[config.mk]
export PLATFORM = sky130hd
export DESIGN_NAME = stopwatch_ctrl
export DESIGN_NICKNAME = d
export VERILOG_FILES = /design/src/rtl/stopwatch_ctrl.sv
export SDC_FILE = /design/constraint.sdc
export NUM_CORES = 1
export LEC_CHECK = 0
export CORE_MARGIN = 4
export CORE_UTILIZATION = 45
export DETAILED_ROUTE_END_ITERATION = 8
export PLACE_DENSITY = 0.69
export REMOVE_ABC_BUFFERS = 1
export SLEW_MARGIN = 20
export SYNTH_ARGS = -nofsm -noshare
export SYNTH_HDL_FRONTEND = slang
export SYNTH_SLANG_ARGS = --single-unit
[constraint.sdc]
create_clock -name clk -period 2.4 [get_ports clk]
set_input_delay 0.48 -clock clk [delete_from_list [all_inputs] [get_ports clk]]
set_output_delay 0.48 -clock clk [all_outputs]
set_load 0.01 [all_outputs]
[src/rtl/stopwatch_ctrl.sv]
// Stopwatch key front-end and mode FSM.
// Debounced start/stop, lap and clear keys drive run/hold/clr.
module stopwatch_ctrl #(
  parameter int unsigned DEB_CYCLES = 1000000
) (
  input  logic       clk,
  input  logic       rst,
  input  logic       key_ss,
  input  logic       key_lap,
  input  logic       key_clr,
  output logic       run,
  output logic       clr,
  output logic       hold,
  output logic [1:0] state
);

  localparam logic [1:0] IDLE  = 2'b00;
  localparam logic [1:0] RUN   = 2'b01;
  localparam logic [1:0] PAUSE = 2'b10;

  localparam logic [19:0] DEB_LAST =
    20'(DEB_CYCLES - 1);

  localparam int K_SS  = 0;
  localparam int K_LAP = 1;
  localparam int K_CLR = 2;

  logic [2:0] keys;
  logic [2:0] sy1;
  logic [2:0] sy2;
  logic [2:0] ev;

  assign keys = {key_clr, key_lap, key_ss};

  // two-flop synchronizers, idle high
  always_ff @(posedge clk or negedge rst) begin
    if (!rst) begin
      sy1 <= '1;
      sy2 <= '1;
    end else begin
      sy1 <= keys;
      sy2 <= sy1;
    end
  end

  for (genvar g = 0; g < 3; g++) begin : g_deb
    logic [19:0] cnt;
    logic        stb;
    logic        evq;
    logic        hit;
    logic        fall;

    assign hit  = (cnt == DEB_LAST);
    assign fall = stb & ~sy2[g] & hit;
    assign ev[g] = evq;

    // debounce counter, stable level and press pulse
    always_ff @(posedge clk or negedge rst) begin
      if (!rst) begin
        cnt <= '0;
        stb <= 1'b1;
        evq <= 1'b0;
      end else begin
        evq <= fall;
        if (sy2[g] == stb) begin
          cnt <= '0;
        end else if (hit) begin
          stb <= sy2[g];
          cnt <= '0;
        end else begin
          cnt <= cnt + 20'd1;
        end
      end
    end
  end

  logic       w_ss;
  logic       w_clr;
  logic       w_lap;
  logic [1:0] st_n;
  logic       hold_n;
  logic       clr_n;

  // ss beats clr beats lap; losers are dropped
  assign w_ss  = ev[K_SS];
  assign w_clr = ev[K_CLR] & ~ev[K_SS];
  assign w_lap = ev[K_LAP] & ~ev[K_SS]
               & ~ev[K_CLR];

  // next-state decode
  always_comb begin
    st_n   = state;
    hold_n = hold;
    clr_n  = 1'b0;
    unique case (state)
      IDLE: begin
        unique case (1'b1)
          w_ss:  st_n  = RUN;
          w_clr: clr_n = 1'b1;
          default: ;
        endcase
      end
      RUN: begin
        unique case (1'b1)
          w_ss:  st_n   = PAUSE;
          w_lap: hold_n = ~hold;
          default: ;
        endcase
      end
      PAUSE: begin
        unique case (1'b1)
          w_ss: st_n = RUN;
          w_clr: begin
            st_n   = IDLE;
            hold_n = 1'b0;
            clr_n  = 1'b1;
          end
          default: ;
        endcase
      end
      default: begin
        st_n   = IDLE;
        hold_n = 1'b0;
      end
    endcase
    if (st_n == IDLE) hold_n = 1'b0;
  end

  // registered mode outputs
  always_ff @(posedge clk or negedge rst) begin
    if (!rst) begin
      state <= IDLE;
      run   <= 1'b0;
      hold  <= 1'b0;
      clr   <= 1'b0;
    end else begin
      state <= st_n;
      run   <= (st_n == RUN);
      hold  <= hold_n;
      clr   <= clr_n;
    end
  end

endmodule

==> metrics.yaml <==
status: "finished clean"
rsz0062_at_grt: "false"
syn-mean-instance-area_um2: 9.99
drive_gt1_share_pct: 10.5
hpwl_mm: 4.59
fin_ws_ns: 0.381
grt_pass1_vias: 2635
placed_cell_area_mm2: 0.00392
diodes: 0
synth_area_mm2: 0.00369
fill_cells: 699
synthFlopType: "dfrtp_1"
critPathRequiredTime_ns: 2.68
hold_class: "input pin to asynchronous set/reset pin"
syn_to_final_growth_pct: 11.0
vias: 2700
port_buffers: 9
slew_violations: 0
multi_input_area_mm2: 0.00164
synth_top_cell_by_area: "dfrtp_1"
synth-seq-area-share_pct: 52.5
ios: 10
grt_pass1_wl_mm: 12.1
hold_violations: 0
cts.sink_count: 77
cts_resized: 0
power_density_mw_per_mm2: 561
die_w_um: 98.6
critPathKind: "flop to flop"
drtIter0Drc: 121
drt_wl_total_mm: 6.71
setup_tns_ns: 0
start_util_pct: 47.1
synth_edf_count: 0
cts_tree: "done"
power_uw: 2300
cts.clk_slew.worst_paths_ns: 0.07
final_util_pct: 52.3
yosysMostFrequentCell: "dfrtp_1"
cts_buffer_depth: 2
gr-total-overflow: 0
wire_per_inst_um: 13.7
numCtsBuffers: 9
ctsHoldBuffers: 0
synthTopCellsByArea: "dfrtp_1 (46%), dfstp_2 (6.4%), nor2_1 (5.2%), xor2_1 (5.0%), xnor2_1 (4.3%)"
ys_top_cells_by_count: "dfrtp_1 (68), nor2_1 (51), nand3_1 (22)"
antenna_found_initial: 0
cts-root-buf: "clkbuf_8"
fin_skew_ns: 0.0116
synth_top_cell_area_share_pct: 46.1
nets: 395
max_slew.worst_pin.slew_ns: 0.660
setup_viol: 0
track_usage_pct: 15.2
clkLatencyLatePin_ns: 0.35
ys_ff_latch: 77
synth.distinct_cells: 38
ys_warn_count: 0
via_per_inst: 5.50
cp-end-kind: "flop"
slew_headroom_pct: 55.6
async_reset_ff_share_pct: 100
peakVddDrop_mv: 0.244
cts_setup_buffers: 0
grt_max_degree: 47
die-area_mm2: 0.00972
gp_congestion: 0.832
setup.worst_path.start_class: "flop"
max_freq_mhz: 495
finalCriticalPeriod_ns: 2.02
synth_cells: 370
pre_cts_ws_ns: 0.404
fp-row-count: 32
drc_errors: 0
finalCritPeriodShare_pct: 84.1
cp.arrival_ns: 2.30
maxCapViolCount: 0
cp_max_fo: 8
ant_nets: 0
design_area_mm2: 0.00410
drt_pass1_iterations: 4
core_area_mm2: 0.00785
p_leak_uw: 0.00167
die_h_um: 98.6
htree_levels: 3
ff_latch_area_mm2: 0.00194
final timing paths:
check,startpoint,to,slack [ns],cells past startpoint
worst max-delay path,g_deb[1].cnt[0],g_deb[1].stb,0.38,5
worst min-delay path,rst,g_deb[1].cnt[15],0.14,1
worst max register to register,g_deb[1].cnt[0],g_deb[1].stb,0.38,5
worst min register to register,sy1[1],sy2[1],0.36,0
max in group asynchronous,rst,sy2[0],1.62,2
min in group clk,sy1[1],sy2[1],0.36,0
stage by stage:
stage          hold slack [ns]  std cells
6_report                 0.137        491
5_1_grt                  0.173        491
4_1_cts                  0.147        491
3_5_place_dp             0.349        475
3_3_place_gp             0.346        475
2_1_floorplan            0.184        356
critical path, cell delays in order, from the launching register on:
cell and delay, ns:
dfrtp_1 0.41, ha_1 0.34, inv_1 0.06, or4_1 0.59, nor3_1 0.19, mux2_2 0.35
sequential cells by signal, summed over array words and instances (netlist names):
name,count
state,2
clr,1
g_deb.cnt,60
run,1
sy1,3
hold,1
g_deb.stb,3
g_deb.evq,3
sy2,3
layout by cell type (no fill, tap or decap), drive strengths merged, types with 2 or more instances in the layout:
master,instances
ha,6
or4b,2
clkinv,5
nand4b,2
nor3,12
nand3,22
a21oi,16
or3,6
mux2,3
dfrtp,68
mux2i,2
nor4b,2
and3b,3
clkdlybuf4s50,8
buf,9
o31ai,4
dfstp,9
o21bai,3
nor4,10
inv,16
and2,3
xnor2,18
and3,5
nand2,19
xor2,21
clkbuf,11
nor2,51
o21ai,11
nand4,21
and4,6
or4,8
layout make-up:
| type | count | area share (%) |
|---|---|---|
| multi-input combinational | 263 | 39.9 |
| inverter | 16 | 1.46 |
| tap | 102 | 3.11 |
| clock inverter | 5 | 0.885 |
| timing repair buffer | 17 | 3.90 |
| clock buffer | 11 | 3.45 |
| sequential | 77 | 47.3 |
power breakdown:
part           internal, µW  total, µW  switching [µW]  leakage [µW]
Clock                   406        878             473     0.0000933
Combinational          30.9       89.7            58.8      0.000540
Sequential             1320       1330            15.5       0.00104
Total                  1750       2300             547       0.00167
cell families (layout without fill, tap and decap cells):
kind of cell             count (synthesis)  count (layout)  share of synthesized area, %
adder cells (fa/ha/maj)                  6               6                          2.03
flip-flops                              77              77                          52.5
multiplexers                             5               5                          1.46
AND/OR/NAND/NOR                        175             175                          25.5
AO/OA/AOI/OAI                           38              38                          6.06
XOR/XNOR                                39              39                          9.24
buffers and inverters                   30              49                          3.22
metal layers:
metal	GRT usage, %	up-vias	part of all wire [%]
met2	24.1	37	47
met4	4.83	0	1.1
met5	0	-	0
li1	-	1334	-
met3	4.10	9	3.1
met1	20.4	1320	49
No activity file was read; power rests on OpenSTA's default activity.
